`src/rtl/delta_pkg.sv`:
```
// Shared constants for the delta-cepstrum controller and its address/counter datapath.
package delta_pkg;

  localparam int NUM_CEP_DEF   = 13;
  localparam int NUM_FRAME_DEF = 99;

  typedef enum logic [1:0] {
    SEL_NM1 = 2'b00,
    SEL_NP1 = 2'b01,
    SEL_NM2 = 2'b10,
    SEL_NP2 = 2'b11
  } sel_n_e;

  // Cycle budgets the controller drives onto counter_value for each state.
  localparam logic [3:0] LOOPS_READ  = 4'd2;
  localparam logic [3:0] LOOPS_SUB   = 4'd1;
  localparam logic [3:0] LOOPS_MUL   = 4'd3;
  localparam logic [3:0] LOOPS_ADD   = 4'd1;
  localparam logic [3:0] LOOPS_WRITE = 4'd2;

endpackage

```
`src/rtl/delta_cycle_counter.sv`:
```
// Per-state cycle counter: raises over_o on the last cycle of the programmed budget.
module delta_cycle_counter #(
  parameter int CW = 4
) (
  input  logic          clk,
  input  logic          rst,
  input  logic          clr_i,
  input  logic          en_i,
  input  logic [CW-1:0] value_i,
  output logic          over_o
);

  logic [CW-1:0] cnt_q, cnt_d, lim;

  // A zero budget behaves like one cycle per state.
  assign lim    = (value_i == '0) ? '0 : value_i - CW'(1);
  assign over_o = en_i & (cnt_q == lim);

  always_comb begin
    cnt_d = cnt_q + CW'(1);
    if (clr_i || !en_i || over_o) cnt_d = '0;
  end

  always_ff @(posedge clk or posedge rst) begin
    if (rst) cnt_q <= '0;
    else     cnt_q <= cnt_d;
  end

endmodule

```
`src/rtl/delta_addr_gen.sv`:
```
// Index/address datapath for the delta-cepstrum engine: frame/cep indices, edge-clamped
// neighbour-frame read addresses and single-pulse delta write addresses.
module delta_addr_gen
  import delta_pkg::*;
#(
  parameter int NUM_CEP    = NUM_CEP_DEF,
  parameter int NUM_FRAME  = NUM_FRAME_DEF,
  parameter int CEP_AW     = 4,
  parameter int FRAME_AW   = 7,
  parameter int ADDR_WIDTH = 11
) (
  input  logic                  clk,
  input  logic                  rst,
  input  logic                  start,
  input  logic                  counter_en,
  input  logic [3:0]            counter_value,
  input  logic [1:0]            sel_n,
  input  logic                  sel_addr,
  input  logic                  inc_cep_en,
  input  logic                  inc_frame_en,
  input  logic                  write_delta_en,
  output logic                  counter_over,
  output logic                  counter_cep_over,
  output logic                  counter_frame_over,
  output logic [ADDR_WIDTH-1:0] rd_addr,
  output logic [ADDR_WIDTH-1:0] wr_addr,
  output logic                  wr_en,
  output logic [CEP_AW-1:0]     cep_idx,
  output logic [FRAME_AW-1:0]   frame_idx
);

  localparam int SW = ADDR_WIDTH + 1;
  localparam int FW = FRAME_AW + 2;
  localparam logic signed [FW-1:0]         FMAX      = FW'(NUM_FRAME - 1);
  localparam logic [ADDR_WIDTH-1:0]        LAST_BASE = ADDR_WIDTH'((NUM_FRAME - 1) * NUM_CEP);

  logic [CEP_AW-1:0]     cep_q, cep_d;
  logic [FRAME_AW-1:0]   frame_q, frame_d;
  logic [ADDR_WIDTH-1:0] base_q, base_d;
  logic [ADDR_WIDTH-1:0] rd_q, rd_d, wr_addr_q, wr_addr_d, clamped;
  logic                  wr_en_q, write_q;
  logic signed [FW-1:0]  fd, f_s;
  logic signed [SW-1:0]  off, base_s;

  delta_cycle_counter #(.CW(4)) u_cnt (
    .clk     (clk),
    .rst     (rst),
    .clr_i   (start),
    .en_i    (counter_en),
    .value_i (counter_value),
    .over_o  (counter_over)
  );

  assign counter_cep_over   = (cep_q == CEP_AW'(NUM_CEP - 1));
  assign counter_frame_over = (frame_q == FRAME_AW'(NUM_FRAME - 1));

  always_comb begin
    cep_d   = cep_q;
    frame_d = frame_q;
    base_d  = base_q;
    if (start) begin
      cep_d   = '0;
      frame_d = '0;
      base_d  = '0;
    end else if (inc_frame_en) begin
      cep_d = '0;
      if (counter_frame_over) begin
        frame_d = '0;
        base_d  = '0;
      end else begin
        frame_d = frame_q + FRAME_AW'(1);
        base_d  = base_q + ADDR_WIDTH'(NUM_CEP);
      end
    end else if (inc_cep_en) begin
      cep_d = counter_cep_over ? '0 : cep_q + CEP_AW'(1);
    end
  end

  // Neighbour frame offsets; base offsets are constant multiples so no multiplier appears.
  always_comb begin
    fd  = '0;
    off = '0;
    case (sel_n_e'(sel_n))
      SEL_NM1: begin fd = FW'(-1); off = SW'(-NUM_CEP);     end
      SEL_NP1: begin fd = FW'(1);  off = SW'(NUM_CEP);      end
      SEL_NM2: begin fd = FW'(-2); off = SW'(-2 * NUM_CEP); end
      SEL_NP2: begin fd = FW'(2);  off = SW'(2 * NUM_CEP);  end
      default: ;
    endcase
    f_s    = $signed({2'b00, frame_q}) + fd;
    base_s = $signed({1'b0, base_q}) + off;
    if (f_s[FW-1])       clamped = '0;
    else if (f_s > FMAX) clamped = LAST_BASE;
    else                 clamped = base_s[ADDR_WIDTH-1:0];
    rd_d      = (sel_addr ? base_q : clamped) + ADDR_WIDTH'(cep_q);
    wr_addr_d = (write_delta_en && !write_q) ? base_q + ADDR_WIDTH'(cep_q) : wr_addr_q;
  end

  always_ff @(posedge clk or posedge rst) begin
    if (rst) begin
      cep_q     <= '0;
      frame_q   <= '0;
      base_q    <= '0;
      rd_q      <= '0;
      wr_addr_q <= '0;
      wr_en_q   <= 1'b0;
      write_q   <= 1'b0;
    end else begin
      cep_q     <= cep_d;
      frame_q   <= frame_d;
      base_q    <= base_d;
      rd_q      <= rd_d;
      wr_addr_q <= wr_addr_d;
      wr_en_q   <= write_delta_en & ~write_q;
      write_q   <= write_delta_en;
    end
  end

  assign rd_addr   = rd_q;
  assign wr_addr   = wr_addr_q;
  assign wr_en     = wr_en_q;
  assign cep_idx   = cep_q;
  assign frame_idx = frame_q;

endmodule

```
`config.mk`:
```
export PLATFORM = sky130hd
export DESIGN_NAME = delta_addr_gen
export DESIGN_NICKNAME = d
export VERILOG_FILES = /design/src/rtl/delta_pkg.sv /design/src/rtl/delta_cycle_counter.sv /design/src/rtl/delta_addr_gen.sv
export SDC_FILE = /design/constraint.sdc
export NUM_CORES = 1
export LEC_CHECK = 0
export ABC_AREA = 1
export CAP_MARGIN = 20
export CORE_MARGIN = 4
export CORE_UTILIZATION = 40
export CTS_CLUSTER_DIAMETER = 100
export DETAILED_ROUTE_END_ITERATION = 8
export RECOVER_POWER = 100
export SYNTH_ARGS = -nofsm -noshare
export SYNTH_HDL_FRONTEND = slang
export SYNTH_SLANG_ARGS = --single-unit
```
`constraint.sdc`:
```
create_clock -name clk -period 3.4 [get_ports clk]
set_input_delay 0.34 -clock clk [delete_from_list [all_inputs] [get_ports clk]]
set_output_delay 0.34 -clock clk [all_outputs]
set_load 0.01 [all_outputs]
```
==> out/metrics.yaml <==
worst_hold_path:
  hp-class: "reg -> reg"
  min_path_cells: 2
  hp-start: "wr_addr[1]$_DFFE_PP0P_"
  min_to: "wr_addr[1]$_DFFE_PP0P_"
clock_tree:
  clk_path_buf_depth: 2
  cts_tree: "yes"
  postCtsHoldBufs: 0
  cts-root-buf: "clkbuf_8"
  clkTransAtPathRegs_ns: 0.09
  clk_latency_ns: 0.31
  cts_buffers: 5
  cts_sinks: 50
  htree_levels: 2
yosys:
  synth_cell_type_count: 40
  synth.most_common_cell: "nand2_1"
  synth_ff_type: "dfrtp_1"
  synth_top_area_frac: 0.309
  ys_top_cells_by_count: "104 x nand2_1, 81 x inv_1, 51 x nor2_1, 50 x dfrtp_1, 37 x ha_1"
  ys.warnings.count: 0
  synth_top_area_cell: "dfrtp_1"
  synth-edff-count: 0
  synth_area_um2: 4050
  ys_ff_latch: 50
  synth_area_per_cell_um2: 7.58
  synthArstFlopShare: 1.00
  netlist_instances: 534
  synth.net_count: 589
  ys_seq_area_frac: 0.309
  ys_top_cells_by_area: "dfrtp_1 31%, ha_1 11%, nand2_1 9.6%, inv_1 7.5%, nor2_1 4.7%"
global_routing:
  globalRouteOverflowTotal: 0
  grt_max_degree: 51
  grt_use_total: 0.172
  grt_pass1_wl_um: 16400
  antenna_found_initial: 0
  grt_pass1_vias: 3513
critical_path:
  reg2reg_slack_ns: 0.19
  cp_top_family: "simple AND/OR/NAND/NOR gates"
  endpoint_kind: "flip-flop"
  critPathLaunchType: "flip-flop"
  path_class: "reg -> reg"
  critPathMostFrequentCell: "inv_1"
  cp_max_fo: 4
  crit_buf_inv: 4
  arrival_ns: 3.43
  cp_slowest_cell: "fa_2"
  r2r_start: "frame_idx[0]$_DFFE_PP0P_"
  r2r-end: "rd_addr[10]$_DFF_PP0_"
  path_cells: "ha_1, inv_1, fa_2, or2_4, nor2_4, nand3_2, nor2_2, nand2_2, nand3_4, nand2_2, o22ai_1, inv_1, fa_1, nand3_1, and2_4, inv_1, nand3_2, nor2_4, nand3_2, nand2_2, nand2_1, inv_1"
  max_stage_delay_ns: 0.43
  worstPathRequired_ns: 3.62
  reg2reg_depth: 22
placed_design:
  place_inst: 758
  finalWeightedCongestion: 0.883
  dp_hpwl_um: 8010
  port_buffers: 50
sta:
  skew_ns: 0.0120
  setup_violations: 0
  worst_pin_slew_ns: 1.99
  drv_slew: 39
  period_needed_ns: 3.21
  finalHoldViolations: 0
  fin_crit_sh: 0.945
  hold_ws_ns: 0.483
  fmax_ghz: 0.311
  rsz0062_at_grt: "false"
  maxSlewHeadroom: -0.329
pwr:
  vdd_drop_max_v: 0.000171
  p_leak_uw: 0.00263
  finalPower_uw: 2220
  power_density_nw_per_um2: 417
status:
  status: "finished with violations"
  violations: "max-capacitance violations, max-slew violations"
finish:
  num-fill-cells: 1002
  stdcell_count: 769
  area_delta_synth_final_pct: 31.3
  drive_gt1_frac: 0.203
  diodes: 0
  fin_util: 0.541
  final_nets: 690
flow_run:
  drv_cap: 1
routing:
  finalWirelength_um: 9660
  vias_per_cell: 4.72
  ant_nets: 0
  first_pass_iters: 4
  drt_iter0_drc: 149
  wire_per_inst_um: 12.6
  num_vias: 3628
  route.detailed.drc: 0
die:
  start_util: 0.412
  core_um2: 9820
  ioPinCount: 51
  die_h_um: 109
  die_area_um2: 11800
  row_count: 36
  fp.dieW_um: 109
repair_timing:
item | CTS | global route
endpoints found under the hold margin | 0 | 0
setup endpoints to repair | 7 | 6
buffers inserted | 1 | 1
pin swaps | 11 | 10
gates resized for setup | 11 | 13
per-layer routing:
layer,global-route usage,up-vias,share of wire
met5,0,-,0
met4,0.0388,0,0.0041
met3,0.0161,3,0.029
met2,0.287,48,0.47
met1,0.242,1658,0.50
li1,-,1919,-
registers in the layout, summed over array words and instances (netlist names):
register / count
wr_en: 1
base_q: 11
cep_idx: 4
rd_addr: 11
write_q: 1
wr_addr: 11
frame_idx: 7
u_cnt.cnt_q: 4
cells in the final DEF, fill, tap and decap left out, types with 6 or more instances in the layout:
master and count:
a21oi_1 21, a31oi_1 6, buf_4 42, clkbuf_8 8, clkdlybuf4s50_1 7, dfrtp_1 50, dlygate4sd3_1 41, ha_1 27
ha_4 9, inv_1 77, nand2_1 101, nand2_2 17, nand3_1 31, nand3_2 11, nand4_1 7, nor2_1 51
nor2_2 6, nor3_1 14, o21ai_0 23, xnor2_1 7, xor2_1 21
through the flow:
stage	setup slack, ns	instance area [um2]	setup TNS, ns
3_5_place_dp	-0.588	5180	-4.29
4_1_cts	0.00830	5310	0
6_report	0.187	5320	0
2_1_floorplan	-0.125	4180	-0.421
5_1_grt	0.00519	5320	0
3_3_place_gp	-0.460	5180	-3.37
worst register-to-register path, cell delays in order, from the launching register on:
cell	delay, ns
dfrtp_1	0.41
ha_1	0.21
inv_1	0.07
fa_2	0.43
or2_4	0.27
nor2_4	0.11
nand3_2	0.08
nor2_2	0.10
nand2_2	0.07
nand3_4	0.08
nand2_2	0.06
o22ai_1	0.11
inv_1	0.10
fa_1	0.42
nand3_1	0.09
and2_4	0.14
inv_1	0.04
nand3_2	0.07
nor2_4	0.05
nand3_2	0.06
nand2_2	0.05
nand2_1	0.06
inv_1	0.04
area by class of cell:
type                    instances  area, um2  area share
clock buffers                   8        110      0.0207
inverters                      87        335      0.0631
multi-input cells             393       2610       0.491
flip-flops and latches         50       1250       0.235
well taps                     133        166      0.0313
repair buffers                 98        843       0.159
logic make-up (layout without fill, tap and decap cells):
family                   Yosys count  in the layout  share of synthesized area
AO/OA/AOI/OAI                     64             64                     0.0875
XOR/XNOR                          28             28                     0.0606
adder cells (fa/ha/maj)           41             41                      0.134
buffers and inverters             91            193                     0.0866
flip-flops                        50             50                      0.309
AND/OR/NAND/NOR                  260            260                      0.322
worst max path at each step:
stage / startpoint / to / slack [ns] / depth (start not counted)
6_report: frame_idx[0]$_DFFE_PP0P_ / rd_addr[10]$_DFF_PP0_ / 0.19 / 22
5_1_grt: frame_idx[0]$_DFFE_PP0P_ / rd_addr[10]$_DFF_PP0_ / 0.005 / 21
4_1_cts: sel_n[1] / rd_addr[8]$_DFF_PP0_ / 0.008 / 24
3_5_place_dp: sel_n[1] / rd_addr[8]$_DFF_PP0_ / -0.59 / 23
3_3_place_gp: sel_n[1] / rd_addr[8]$_DFF_PP0_ / -0.46 / 23
2_1_floorplan: sel_n[0] / rd_addr[10]$_DFF_PP0_ / -0.12 / 25
power by group:
group / switching, uW / total (uW) / internal (uW)
registers: 74.4 / 754 / 679
clock network: 196 / 402 / 206
logic: 591 / 1060 / 470
total: 862 / 2220 / 1350
No activity file was read; power rests on OpenSTA's default activity.
